--- config.mk ---
export PLATFORM = sky130hd
export DESIGN_NAME = cmd_frame_parser
export DESIGN_NICKNAME = d
export VERILOG_FILES = /design/src/rtl/cmd_frame_parser.sv
export SDC_FILE = /design/constraint.sdc
export NUM_CORES = 1
export LEC_CHECK = 0
export BUFFER_PORTS_ARGS = -buffer_cell sky130_fd_sc_hd__buf_4
export CAP_MARGIN = 20
export CORE_ASPECT_RATIO = 1.5
export CORE_MARGIN = 1
export CORE_UTILIZATION = 49
export DETAILED_ROUTE_END_ITERATION = 8
export PLACE_DENSITY = 0.82
export SLEW_MARGIN = 10
export SYNTH_ARGS = -nofsm -noshare
export SYNTH_HDL_FRONTEND = slang
export SYNTH_SLANG_ARGS = --single-unit
--- constraint.sdc ---
create_clock -name clk -period 1.9 [get_ports clk]
set_clock_uncertainty 0.1 [all_clocks]
set_input_delay 0.095 -clock clk [delete_from_list [all_inputs] [get_ports clk]]
set_output_delay 0.095 -clock clk [all_outputs]
set_load 0.005 [all_outputs]
--- src/rtl/cmd_frame_parser.sv ---
// Pulls SYNC/opcode/addr/data bytes from a first-word fall-through FIFO and issues one register request per frame.
// Request rises one cycle after the last frame byte pops; FIFO is not popped while a request waits for reg_ack.
module cmd_frame_parser #(
  parameter int         TIMEOUT_CYCLES = 1_000_000,
  parameter logic [7:0] SYNC_BYTE      = 8'hA5,
  parameter int         TW             = $clog2(TIMEOUT_CYCLES + 1)
) (
  input  logic        clk,
  input  logic        rst,
  input  logic [7:0]  fifo_rd_data,
  input  logic        fifo_valid,
  output logic        fifo_rd_en,
  output logic        reg_req,
  output logic        reg_we,
  output logic [7:0]  reg_addr,
  output logic [31:0] reg_wdata,
  input  logic        reg_ack,
  output logic        frame_err,
  output logic [1:0]  err_code,
  output logic        busy
);

  localparam logic [7:0] OP_WR       = 8'h01;
  localparam logic [7:0] OP_RD       = 8'h02;
  localparam logic [1:0] ERR_OPCODE  = 2'd1;
  localparam logic [1:0] ERR_TIMEOUT = 2'd2;

  typedef enum logic [2:0] {IDLE, OPCODE, ADDR, DATA, ISSUE} state_t;

  state_t        state;
  logic [TW-1:0] tmo_cnt;
  logic [1:0]    byte_idx;
  logic          timed;
  logic          tmo_hit;

  assign fifo_rd_en = fifo_valid && (state != ISSUE);
  assign timed      = (state == OPCODE) || (state == ADDR) || (state == DATA);
  // Fires on the edge that would take the idle count to TIMEOUT_CYCLES.
  assign tmo_hit    = (tmo_cnt == TW'(TIMEOUT_CYCLES - 1));

  always_ff @(posedge clk) begin
    if (rst) begin
      state     <= IDLE;
      tmo_cnt   <= '0;
      byte_idx  <= '0;
      reg_req   <= 1'b0;
      reg_we    <= 1'b0;
      reg_addr  <= '0;
      reg_wdata <= '0;
      frame_err <= 1'b0;
      err_code  <= 2'd0;
      busy      <= 1'b0;
    end else begin
      frame_err <= 1'b0;
      if (fifo_rd_en) tmo_cnt <= '0;

      case (state)
        IDLE: begin
          if (fifo_valid && (fifo_rd_data == SYNC_BYTE)) begin
            state <= OPCODE;
            busy  <= 1'b1;
          end
        end
        OPCODE: begin
          if (fifo_valid) begin
            if (fifo_rd_data == OP_WR) begin
              reg_we <= 1'b1;
              state  <= ADDR;
            end else if (fifo_rd_data == OP_RD) begin
              reg_we <= 1'b0;
              state  <= ADDR;
            end else if (fifo_rd_data != SYNC_BYTE) begin
              frame_err <= 1'b1;
              err_code  <= ERR_OPCODE;
              state     <= IDLE;
              busy      <= 1'b0;
            end
          end
        end
        ADDR: begin
          if (fifo_valid) begin
            reg_addr <= fifo_rd_data;
            if (reg_we) begin
              byte_idx <= 2'd0;
              state    <= DATA;
            end else begin
              reg_wdata <= '0;
              reg_req   <= 1'b1;
              state     <= ISSUE;
            end
          end
        end
        DATA: begin
          if (fifo_valid) begin
            reg_wdata <= {reg_wdata[23:0], fifo_rd_data};
            byte_idx  <= byte_idx + 2'd1;
            if (byte_idx == 2'd3) begin
              reg_req <= 1'b1;
              state   <= ISSUE;
            end
          end
        end
        ISSUE: begin
          if (reg_ack) begin
            reg_req <= 1'b0;
            busy    <= 1'b0;
            state   <= IDLE;
          end
        end
        default: begin
          state <= IDLE;
          busy  <= 1'b0;
        end
      endcase

      // In the collecting states a cycle without a pop is exactly an idle cycle.
      if (timed && !fifo_valid) begin
        if (tmo_hit) begin
          frame_err <= 1'b1;
          err_code  <= ERR_TIMEOUT;
          state     <= IDLE;
          busy      <= 1'b0;
          tmo_cnt   <= '0;
        end else begin
          tmo_cnt <= tmo_cnt + TW'(1);
        end
      end
    end
  end

endmodule

# Word level (Yosys, flattened, before mapping)
# Cells that the tools add are included.
# classes
add_sub_neg	2
eq_ne	17
mux	55
n_reduce_logical	17
# ops
operator	n
2-to-1 mux 32 bit	3
case mux 32 bit (2 select lines)	1
2-to-1 mux 20 bit	3
2-to-1 mux 3 bit	12
2-to-1 mux 1 bit	22
adder 20 x 1 -> 20 bit (second input constant)	1
== test 20 bit (second input constant)	1
2-to-1 mux 2 bit	10
case mux 3 bit (5 select lines)	1
!= test 2 bit (second input constant)	5
== test 8 x 1 -> 1 bit (second input constant)	1
== test 8 x 2 -> 1 bit (second input constant)	1
== test 8 bit (second input constant)	1
!= test 8 bit (second input constant)	1
AND reduction 4 bit	2
== test 3 x 2 -> 1 bit (second input constant)	2
AND reduction 6 bit	1
nonzero test 2 bit	3
case mux 1 bit (4 select lines)	1
case mux 2 bit (2 select lines)	1
== test 3 x 1 -> 1 bit (second input constant)	1
== test 3 bit (second input constant)	1
logical AND 1 bit	3
logical NOT 3 bit	1
other kinds (11)	12
# totals
reg_bits	71
input_bits	12
out_inout_bits	47
word_cells	101

# Longest topological paths before layout
# Gate-level depths: netlist of the first run.
# logic_depth
ltp_word	8
ltp_mapped	7
ltp_nobuf	6

# Worst setup path after synthesis of the first run
# Ideal clock, no wire load.
# synth_path
path_kind	register to register
from	reg tmo_cnt[0]
to	reg tmo_cnt[8]
setup_ps	117
arrival_time_ps	1601
required_time_ps	1683
slack_ps	82
path_stages_with_launch	7
path_buffers	1
synth_period_minus_slack_ps	1818
path_cell_list	dfxtp_1 ha_1 nand3_1 nor4_4 a21oi_4 buf_6 a22o_1
# synth_between
elab_chain_cells	3
word_cells_on_any_way	4
classes_between	add/sub: 1; eq/ne: 1; mux: 2
# synth_rtl
item	line_no	source
start, declared	31	logic [TW-1:0] tmo_cnt;
start signal, assigned	125	tmo_cnt <= tmo_cnt + TW'(1);
adder 20 x 1 -> 20 bit / == test 20 bit (equally long branches)	125, 39	
2-to-1 mux 20 bit *	118	if (tmo_hit) begin
2-to-1 mux 20 bit *	117	if (timed && !fifo_valid) begin
# Every way passes the cells marked *; elsewhere a longest branch is shown, timed or not.
# A chain may end at the register's enable or synchronous reset.

# Final worst setup path of the first run
# layout_path
from	reg tmo_cnt[10]
to	reg tmo_cnt[8]
# layout_between
elab_chain_cells	3
# layout_rtl
item	line_no	source
== test 20 bit	39	assign tmo_hit = (tmo_cnt == TW'(TIMEOUT_CYCLES - 1));
2-to-1 mux 20 bit	118	
2-to-1 mux 20 bit	117	
# Every way passes these cells.

==> results.py, run 1 <==
metrics = {
    "cells_and_area": {
        "final_core_util_pct": 68.0,
        "antennaDiodeCount": 0,
        "multiInputGateArea_sq_um": 1640,
        "final_cell_area_sq_um": 4170,
        "drive_gt1_share_pct": 26.5,
        "regArea_sq_um": 1420,
        "number_of_fill_cells_in_the_layout": 487,
        "final-instance-count-excl-fill": 542,
        "final_net_count": 477,
        "flow.area_growth_from_synthesis_pct": 34.4,
    },
    "timing": {
        "rsz_0062_raised_after_global_routing": "yes",
        "max_freq_mhz": 520,
        "worst_pin_slew_ns": 0.460,
        "slew_headroom_pct": 69.3,
        "finalWorstPathRequiredPeriod_ns": 1.92,
        "min_hold_slack_ns": 0.101,
        "slew_violations": 0,
        "min_period_over_period_pct": 101,
        "finalSetupTns_ns": -0.0225,
        "final_hold_viol_count": 0,
        "post-route-worst-setup-slack_ns": -0.0225,
        "report.final.setup_viol": 1,
    },
    "pwr": {
        "total_leakage_power_nw": 1.54,
        "totalPowerFinal_mw": 2.97,
        "vdd_drop_max_mv": 0.672,
        "cellPowerDensity_nw_per_um2": 712,
    },
    "critical_path": {
        "critical_path_cell_with_the_highest_stage_delay": "sky130_fd_sc_hd__or4b_4",
        "critPathLaunchType": "flip-flop",
        "worst_path_largest_cell_delay_ns": 0.55,
        "end_kind": "flip-flop",
        "worst-endpoint-arrival_ns": 2.07,
        "timing.critical_path.required_ns": 2.05,
        "crit_fanout": 9,
        "regToRegStartpoint": "tmo_cnt[10]$_SDFFE_PP0P_",
        "timing.critical_path.from": "tmo_cnt[10]$_SDFFE_PP0P_",
        "worst-setup-path-type": "reg2reg",
        "path_cells": "or4b_4 > nor4_4 > buf_4 > a21oi_2 > a21o_1 > a22o_1",
    },
    "routing": {
        "drt_pre_antenna_iters": 5,
        "drcViolationCount": 0,
        "finalWirelength_um": 8460,
        "wire_per_inst_um": 15.6,
        "drt-vias-per-instance": 5.75,
        "ant_nets": 0,
        "first_iter_violations": 181,
        "dr_total_vias": 3119,
    },
    "grt": {
        "grt_antenna_before_repair": 0,
        "grt_usage_pct": 26.2,
        "grt_overflow": 0,
        "grt_max_degree": 47,
        "first_global_vias": 2970,
        "wire_length_of_the_first_global_routing_pass_um": 13300,
    },
    "synthesis": {
        "ys_top_cells_by_area": "sky130_fd_sc_hd__dfxtp_1, sky130_fd_sc_hd__nand3_1, sky130_fd_sc_hd__a21oi_1",
        "ys_ff_latch": 71,
        "synth_seq_area_share_pct": 45.8,
        "postSynth.topFlopCell": "sky130_fd_sc_hd__dfxtp_1",
        "synth-warning-count": 0,
        "avgSynthCellArea_sq_um": 8.28,
        "mappedNetlistNets": 389,
        "synthCells": 375,
        "synthArstFlopShare_pct": 0,
        "synth_top_cell_area_share_pct": 45.8,
        "synth_enable_flop_cells": 0,
        "synth.lib_cells_used.distinct": 48,
        "synth_area_sq_um": 3100,
        "yosysTopAreaCell": "sky130_fd_sc_hd__dfxtp_1",
    },
    "placement": {
        "place.gp.congestion": 0.861,
        "post_place_setup_slack_ns": -0.0116,
        "dpl.cell_count": 509,
        "placed_area_sq_um": 3750,
        "hpwl_um": 5340,
        "numPortBuffers": 58,
    },
    "worst_hold_path": {
        "hold_wc_path_type": "in2reg",
        "worstHoldStart": "fifo_valid",
    },
    "clocking": {
        "cts.reportedPaths.clkPinSlew_ns": 0.08,
        "clock_tree_from_tritoncts": "yes",
        "clockRootBuffer": "sky130_fd_sc_hd__clkbuf_8",
        "ctsHtreeMaxLevel": 3,
        "clockBufferDepth": 2,
        "cts_inserted_buffers": 9,
        "clkSinkCount": 71,
        "clkLatencyLatePin_ns": 0.35,
    },
    "floorplanning": {
        "top_level_ports": 59,
        "num_rows": 35,
        "die_y_um": 99.5,
        "die_x_um": 67.0,
        "coreArea_sq_um": 6130,
        "die_area_sq_um": 6660,
        "start_util_pct": 50.6,
    },
    "outcome": {
        "outcome": "complete, but fails checks",
        "violations_in_the_final_reports": "setup timing",
    },
    "run": {
        "number_of_maximum_capacitance_constraint_violations": 0,
    },
}
[worst max-delay path, delay by kind of cell (launching register included)]
kind	cells	cell delay (ns)
flops	1	0.35
buf+inv	1	0.17
compound gates	3	0.48
simple gates	2	0.73
[final cells by class]
cell class              count  share of cell area (%)
clock inverters             6                    2.22
repair buffers             97                    18.7
inverters                   4                   0.360
multi-input cells         280                    39.4
clock buffers              10                    3.06
well taps                  74                    2.22
flip-flops and latches     71                    34.1
[power breakdown]
part / switching [mW] / total, mW / internal (mW)
combinational: 0.0751 / 0.130 / 0.0553
sequential: 0.00181 / 1.49 / 1.49
clock: 0.600 / 1.35 / 0.748
[cell usage after synthesis (all sizes together) (5+ instances only)]
cell	instances
nand2b	9
nand4	5
xor2	6
a31oi	8
o21ai	16
a22oi	5
buf	5
nand3	49
dfxtp	71
nand2	51
a21oi	49
clkbuf	17
nor3	9
nor2	24
mux2i	10
[cells by family after synthesis]
group	Yosys count	synth area share [%]
flops	71	45.8
compound gates	87	16.0
mux	10	3.22
buf+inv	26	3.55
xor+xnor	8	2.26
fa+ha+maj	2	0.806
simple gates	171	28.4
[repair_timing]
action,CTS,global route
setup buffers,0,5
hold endpoints to repair,22,0
hold buffers,10,0
resized for setup,1,8
endpoints found under the setup margin,1,22
gates cloned,0,2
pin swaps,0,3
[layout by cell type (no fill, tap or decap), types with 3 or more instances in the layout]
master | netlist | final
sky130_fd_sc_hd__and3_1 | 4 | 4
sky130_fd_sc_hd__nand2b_1 | 8 | 8
sky130_fd_sc_hd__dfxtp_1 | 71 | 70
sky130_fd_sc_hd__o21ai_0 | 7 | 7
sky130_fd_sc_hd__a21oi_2 | 0 | 3
sky130_fd_sc_hd__nand2_1 | 51 | 51
sky130_fd_sc_hd__buf_4 | 0 | 85
sky130_fd_sc_hd__xor2_1 | 6 | 6
sky130_fd_sc_hd__a21oi_1 | 48 | 47
sky130_fd_sc_hd__nor2_1 | 22 | 22
sky130_fd_sc_hd__nand4_1 | 5 | 5
sky130_fd_sc_hd__mux2i_1 | 10 | 10
sky130_fd_sc_hd__a31oi_1 | 8 | 8
sky130_fd_sc_hd__inv_1 | 4 | 4
sky130_fd_sc_hd__dlygate4sd3_1 | 0 | 10
sky130_fd_sc_hd__a22oi_1 | 5 | 5
sky130_fd_sc_hd__clkbuf_8 | 0 | 9
sky130_fd_sc_hd__nor3_1 | 8 | 6
sky130_fd_sc_hd__nor2b_1 | 3 | 3
sky130_fd_sc_hd__nand3_1 | 49 | 48
sky130_fd_sc_hd__o21ai_1 | 9 | 8
[sequential cells by signal, summed over array words and instances, names as in the netlist]
name	count
state	3
busy	1
reg_req	1
reg_we	1
tmo_cnt	20
err_code	2
frame_err	1
reg_wdata	32
reg_addr	8
byte_idx	2
[final timing paths]
kind	slack, ns	cells after the start	to
min	0.10	3	state[0]$_SDFF_PP0_
max reg2reg	-0.02	6	tmo_cnt[8]$_SDFFE_PP0P_
min reg2reg	0.36	2	reg_wdata[31]$_SDFFE_PP0P_
max	-0.02	6	tmo_cnt[8]$_SDFFE_PP0P_
[metal layers]
metal	up-vias	wire length, um	track usage, %
met2	91	4620	46.2
met4	0	206	12.6
met3	19	377	5.50
li1	1510	-	-
met5	-	0	0
met1	1499	3250	28.9
Power figures use the tool's default switching activity.
==> run 2, diff against run 1 <==
--- a/config.mk
+++ b/config.mk
@@ -9,9 +9,10 @@
 export CAP_MARGIN = 20
 export CORE_ASPECT_RATIO = 1.5
 export CORE_MARGIN = 1
-export CORE_UTILIZATION = 49
+export CORE_UTILIZATION = 38
 export DETAILED_ROUTE_END_ITERATION = 8
-export PLACE_DENSITY = 0.82
+export HOLD_SLACK_MARGIN = 0.1
+export PLACE_DENSITY = 0.68
 export SLEW_MARGIN = 10
 export SYNTH_ARGS = -nofsm -noshare
 export SYNTH_HDL_FRONTEND = slang
==> run 2 against run 1 <==
  * The flow still finishes with violations (setup timing)
  * Combinational power increased by 4%
  * Count of clock-buffer cells in the layout unchanged
  * Wire length decreased by 0.46%
  * Critical path depth unchanged
  * Total power increased by 11%
  * Sequential cell count unchanged
  * Hold slack improved by 0.039 ns
  * Critical endpoint unchanged
  * Clock power increased by 24%
  * Highest routed layer unchanged
  * Largest cell class unchanged
==> results.py, run 2 (synthesis gave the netlist of run 1 again) <==
metrics = {
    "outcome": {
        "outcome": "complete, but fails checks",
        "violations_in_the_final_reports": "setup timing",
    },
    "routing": {
        "drt-vias-per-instance": 5.48,
        "finalWirelength_um": 8420,
        "drt_pre_antenna_iters": 4,
        "wire_per_inst_um": 14.8,
        "ant_nets": 0,
        "drcViolationCount": 0,
        "dr_total_vias": 3122,
        "first_iter_violations": 262,
    },
    "clocking": {
        "clkLatencyLatePin_ns": 0.33,
        "clockRootBuffer": "sky130_fd_sc_hd__clkbuf_16",
        "clkSinkCount": 71,
        "clockBufferDepth": 2,
        "clock_tree_from_tritoncts": "yes",
        "ctsHtreeMaxLevel": 3,
        "cts.reportedPaths.clkPinSlew_ns": 0.06,
        "cts_inserted_buffers": 9,
    },
    "timing": {
        "worst_pin_slew_ns": 0.526,
        "slew_headroom_pct": 64.9,
        "min_period_over_period_pct": 103,
        "slew_violations": 0,
        "post-route-worst-setup-slack_ns": -0.0588,
        "min_hold_slack_ns": 0.139,
        "rsz_0062_raised_after_global_routing": "yes",
        "max_freq_mhz": 511,
        "finalWorstPathRequiredPeriod_ns": 1.96,
        "final_hold_viol_count": 0,
        "report.final.setup_viol": 3,
    },
    "cells_and_area": {
        "final_cell_area_sq_um": 4310,
        "max_flop_register": "reg_wdata",
        "drive_gt1_share_pct": 27.1,
        "leading_registers_by_flop_count": "reg_wdata: 32 flops, tmo_cnt: 20 flops, reg_addr: 8 flops",
        "final_net_count": 474,
        "final_core_util_pct": 54.2,
        "largest_register_ffs": 32,
        "most_common_library_cell_in_the_layout_ignoring_fill_and_taps": "sky130_fd_sc_hd__buf_4",
        "flow.area_growth_from_synthesis_pct": 38.9,
        "antennaDiodeCount": 0,
        "highest_count_cells_in_the_layout_ignoring_fill_and_taps": "sky130_fd_sc_hd__buf_4, sky130_fd_sc_hd__dfxtp_1, sky130_fd_sc_hd__nand2_1",
    },
    "pwr": {
        "cellPowerDensity_nw_per_um2": 768,
        "total_leakage_power_nw": 1.59,
        "vdd_drop_max_mv": 0.520,
    },
    "critical_path": {
        "crit_fanout": 5,
        "regToRegStartpoint": "tmo_cnt[10]$_SDFFE_PP0P_",
        "regToRegSetupSlack_ns": -0.06,
        "end_kind": "flip-flop",
        "crit_family": "simple AND/OR/NAND/NOR gates",
        "worst_path_largest_cell_delay_ns": 0.54,
        "worst-setup-path-type": "reg2reg",
        "reg2reg_depth": 6,
        "r2r_end": "tmo_cnt[8]$_SDFFE_PP0P_",
        "critical_path_cell_with_the_highest_stage_delay": "sky130_fd_sc_hd__or4b_4",
        "timing.critical_path.buf_inv": 1,
        "worst-endpoint-arrival_ns": 2.08,
        "path_cells": "or4b_4 > nor4_4 > buf_4 > a21oi_4 > a21o_1 > a22o_1",
        "critPathLaunchType": "flip-flop",
        "timing.critical_path.required_ns": 2.02,
    },
    "placement": {
        "post_place_setup_slack_ns": -0.00363,
        "placed_area_sq_um": 3780,
        "numPortBuffers": 58,
        "place.gp.congestion": 0.841,
        "hpwl_um": 5340,
    },
    "floorplanning": {
        "coreArea_sq_um": 7960,
        "die_y_um": 113,
        "num_rows": 40,
        "start_util_pct": 39.0,
        "die_x_um": 75.8,
        "die_area_sq_um": 8540,
        "top_level_ports": 59,
    },
    "worst_hold_path": {
        "worst_hold_path.num_cells": 4,
        "worst_hold_path.endpoint": "state[1]$_SDFF_PP0_",
        "worstHoldStart": "fifo_valid",
        "hold_wc_path_type": "in2reg",
    },
    "run": {
        "number_of_maximum_capacitance_constraint_violations": 0,
    },
    "grt": {
        "grt_usage_pct": 20.2,
        "grt_max_degree": 54,
        "grt_antenna_before_repair": 0,
        "wire_length_of_the_first_global_routing_pass_um": 13300,
        "first_global_vias": 2864,
        "grt_overflow": 0,
    },
}
## run 2: cell count changes in the layout (fill, tap and decap cells not counted), moves of 2 or more
cell / delta
sky130_fd_sc_hd__buf_4: -4
sky130_fd_sc_hd__a41oi_2: +2
sky130_fd_sc_hd__clkbuf_16: +9
sky130_fd_sc_hd__a41oi_1: -2
sky130_fd_sc_hd__clkinv_2: +3
sky130_fd_sc_hd__clkbuf_8: -8
sky130_fd_sc_hd__inv_6: -2
## run 2: power breakdown
part | switching (mW) | total [mW] | internal (mW)
Clock | 0.639 | 1.68 | 1.04
Combinational | 0.0781 | 0.135 | 0.0566
Sequential | 0.00162 | 1.49 | 1.49
## run 2: cell type report
class,instances,area (sq um)
clock inverter,6,60.1
inverter,4,15.0
fill,715,3640
sequential,71,1420
tap,105,131
multi-input combinational,281,1700
timing repair buffer,93,748
clock buffer,10,239
## run 2: per-stage QoR
| step | TNS [ns] | total power, mW | instances |
|---|---|---|---|
| floorplan | 0 | 1.58 | 375 |
| global placement | 0 | 1.64 | 538 |
| detailed placement | -0.00363 | 1.64 | 538 |
| CTS | 0 | 3.33 | 564 |
| global route | -0.504 | 3.43 | 570 |
| finish | -0.122 | 3.31 | 570 |
## run 2: tightest hold or removal path, stage by stage
cell	delay, ns
sky130_fd_sc_hd__buf_4	0.16
sky130_fd_sc_hd__nand2_1	0.08
sky130_fd_sc_hd__a22oi_1	0.06
sky130_fd_sc_hd__nor3_1	0.12
## run 2: worst max-delay path by stage
stage	depth (start not counted)	endpoint	slack, ns	start
2_1_floorplan	6	tmo_cnt[8]$_SDFFE_PP0P_	0.08	tmo_cnt[0]$_SDFFE_PP0P_
3_3_place_gp	5	tmo_cnt[8]$_SDFFE_PP0P_	0.06	tmo_cnt[9]$_SDFFE_PP0P_
3_5_place_dp	6	tmo_cnt[8]$_SDFFE_PP0P_	-0.004	tmo_cnt[0]$_SDFFE_PP0P_
4_1_cts	5	tmo_cnt[8]$_SDFFE_PP0P_	0.0002	tmo_cnt[10]$_SDFFE_PP0P_
5_1_grt	7	tmo_cnt[12]$_SDFFE_PP0P_	-0.09	tmo_cnt[10]$_SDFFE_PP0P_
6_report	6	tmo_cnt[8]$_SDFFE_PP0P_	-0.06	tmo_cnt[10]$_SDFFE_PP0P_
## run 2: per-layer routing
| metal | GRT usage [%] | wire length (um) | vias to the layer above |
|---|---|---|---|
| met5 | 0 | 0 | - |
| met4 | 9.88 | 277 | 0 |
| met3 | 6.77 | 567 | 24 |
| met2 | 32.9 | 4300 | 111 |
| met1 | 23.1 | 3280 | 1470 |
| li1 | - | - | 1517 |
## run 2: what timing repair did
item / CTS / global route
setup buffers: 0 / 3
setup endpoints to repair: 2 / 15
pin swaps: 0 / 7
gates cloned: 0 / 3
resized for setup: 4 / 12
hold buffers: 10 / 0
hold endpoints to repair: 21 / 0
==> run 3, diff against run 2 <==
--- a/config.mk
+++ b/config.mk
@@ -8,7 +8,7 @@
 export BUFFER_PORTS_ARGS = -buffer_cell sky130_fd_sc_hd__buf_4
 export CAP_MARGIN = 20
 export CORE_ASPECT_RATIO = 1.5
-export CORE_MARGIN = 1
+export CORE_MARGIN = 4
 export CORE_UTILIZATION = 38
 export DETAILED_ROUTE_END_ITERATION = 8
 export HOLD_SLACK_MARGIN = 0.1
==> run 3 against run 2 <==
  * The run now ends clean
  * Global-route usage fell by 1.8 points
  * Sequential power is essentially flat
  * Hold slack improved by 0.014 ns
  * Sequential share of layout area shrank 0.30 points
  * Cell count up 0.70%
  * Cell area up 1.0%
  * Die area grew 14%
  * Non-clock buffer count is 5 higher
  * Clock power increased by 2%
  * Highest routed layer unchanged
==> results.py, run 3 (synthesis gave the netlist of run 1 again) <==
metrics = {
    "outcome": {
        "outcome": "finished, final reports clean",
    },
    "floorplanning": {
        "start_util_pct": 38.8,
        "die_area_sq_um": 9710,
        "top_level_ports": 59,
        "die_y_um": 119,
        "coreArea_sq_um": 8010,
        "die_x_um": 81.8,
        "num_rows": 40,
    },
    "timing": {
        "report.final.setup_viol": 0,
        "min_period_over_period_pct": 98.6,
        "finalSetupTns_ns": 0,
        "slew_violations": 0,
        "finalWorstPathRequiredPeriod_ns": 1.87,
        "worst_pin_slew_ns": 0.514,
        "max_freq_mhz": 534,
        "rsz_0062_raised_after_global_routing": "yes",
        "final_hold_viol_count": 0,
        "slew_headroom_pct": 65.7,
    },
    "cells_and_area": {
        "number_of_fill_cells_in_the_layout": 750,
        "flow.area_growth_from_synthesis_pct": 40.3,
        "max_flop_register": "reg_wdata",
        "antennaDiodeCount": 0,
        "highest_count_cells_in_the_layout_ignoring_fill_and_taps": "sky130_fd_sc_hd__buf_4, sky130_fd_sc_hd__dfxtp_1, sky130_fd_sc_hd__nand2_1",
        "largest_register_ffs": 32,
        "most_common_library_cell_in_the_layout_ignoring_fill_and_taps": "sky130_fd_sc_hd__buf_4",
        "drive_gt1_share_pct": 27.9,
        "final_cell_area_sq_um": 4360,
        "leading_registers_by_flop_count": "reg_wdata: 32 flops, tmo_cnt: 20 flops, reg_addr: 8 flops",
        "final-instance-count-excl-fill": 574,
        "final_net_count": 478,
    },
    "placement": {
        "place.gp.congestion": 0.826,
        "numPortBuffers": 58,
        "hpwl_um": 5680,
        "placed_area_sq_um": 3800,
        "dpl.cell_count": 541,
    },
    "pwr": {
        "vdd_drop_max_mv": 0.522,
        "cellPowerDensity_nw_per_um2": 768,
        "total_leakage_power_nw": 1.61,
    },
    "critical_path": {
        "end_kind": "flip-flop",
        "worst-endpoint-arrival_ns": 2.00,
        "critPathLaunchType": "flip-flop",
        "timing.critical_path.required_ns": 2.03,
        "worst-setup-path-type": "reg2reg",
        "crit_fanout": 5,
    },
    "clocking": {
        "clockRootBuffer": "sky130_fd_sc_hd__clkbuf_16",
        "cts.reportedPaths.clkPinSlew_ns": 0.06,
        "clock_tree_from_tritoncts": "yes",
        "clkSinkCount": 71,
        "cts_inserted_buffers": 9,
        "ctsHtreeMaxLevel": 3,
        "clkLatencyLatePin_ns": 0.34,
        "clockBufferDepth": 2,
    },
    "grt": {
        "grt_overflow": 0,
        "wire_length_of_the_first_global_routing_pass_um": 14100,
        "first_global_vias": 2938,
        "grt_usage_pct": 18.4,
        "grt_antenna_before_repair": 0,
        "grt_max_degree": 53,
    },
    "routing": {
        "dr_total_vias": 3101,
        "drt_pre_antenna_iters": 4,
        "drcViolationCount": 0,
        "drt-vias-per-instance": 5.40,
        "wire_per_inst_um": 15.1,
        "first_iter_violations": 123,
        "ant_nets": 0,
        "finalWirelength_um": 8680,
    },
    "run": {
        "number_of_maximum_capacitance_constraint_violations": 0,
    },
    "worst_hold_path": {
        "hold_wc_path_type": "in2reg",
    },
}
## run 3: cell count changes in the layout (fill, tap and decap cells not counted), moves of 2 or more
cell,change
sky130_fd_sc_hd__buf_6,+3
sky130_fd_sc_hd__clkinv_2,-2
sky130_fd_sc_hd__clkinv_4,+2
sky130_fd_sc_hd__clkinvlp_4,-2
sky130_fd_sc_hd__inv_6,+3
## run 3: repair_timing
action | CTS | global route
hold endpoints to repair | 21 | 0
hold buffers | 10 | 0
pin swaps | 1 | 4
buffers inserted | 2 | 3
gates resized for setup | 1 | 19
endpoints found under the setup margin | 2 | 25
cloned | 0 | 2
## run 3: final timing paths
check,startpoint,to,slack [ns],depth (start not counted)
setup / recovery,tmo_cnt[12]$_SDFFE_PP0P_,tmo_cnt[8]$_SDFFE_PP0P_,0.03,6
setup reg to reg,tmo_cnt[12]$_SDFFE_PP0P_,tmo_cnt[8]$_SDFFE_PP0P_,0.03,6
hold reg to reg,reg_wdata[29]$_SDFFE_PP0P_,reg_wdata[29]$_SDFFE_PP0P_,0.36,2
hold / removal,rst,tmo_cnt[10]$_SDFFE_PP0P_,0.15,5
## run 3: final cells by class
| cell class | count | area, sq um | area share [%] |
|---|---|---|---|
| Clock buffer | 9 | 225 | 5.17 |
| Clock inverter | 7 | 78.8 | 1.81 |
| Inverter | 4 | 15.0 | 0.345 |
| Multi-Input combinational cell | 280 | 1670 | 38.4 |
| Sequential cell | 71 | 1430 | 32.7 |
| Tap cell | 105 | 131 | 3.02 |
| Timing Repair Buffer | 98 | 810 | 18.6 |
## run 3: report_power, final
| group | switching, mW | internal (mW) |
|---|---|---|
| logic | 0.0779 | 0.0580 |
| clock network | 0.686 | 1.03 |
| registers | 0.00179 | 1.49 |
| total | 0.766 | 2.58 |
## run 3: routing by layer
metal,GRT usage (%),wire length [um],share of wire [%]
met3,4.95,452,5.2
met5,0,0,0
met2,30.4,4590,53
met1,21.1,3390,39
met4,9.56,240,2.8
## run 3: per-stage QoR
stage          power (mW)  utilization (%)  setup slack, ns  hold WS, ns
2_1_floorplan        1.58                -           0.0819        0.142
3_3_place_gp         1.64             47.5           0.0568        0.247
3_5_place_dp         1.64             47.5         -0.00422        0.262
4_1_cts              3.37             52.7          0.00923        0.133
5_1_grt              3.45             54.4          -0.0452        0.176
6_report             3.35             54.4           0.0274        0.153
## run 3: critical path, stage by stage, from the launching register on
cell and delay (ns):
sky130_fd_sc_hd__dfxtp_2 0.32, sky130_fd_sc_hd__or4b_4 0.55, sky130_fd_sc_hd__nor3_4 0.22, sky130_fd_sc_hd__buf_12 0.15, sky130_fd_sc_hd__a21oi_4 0.09, sky130_fd_sc_hd__buf_4 0.14
sky130_fd_sc_hd__a22o_1 0.20
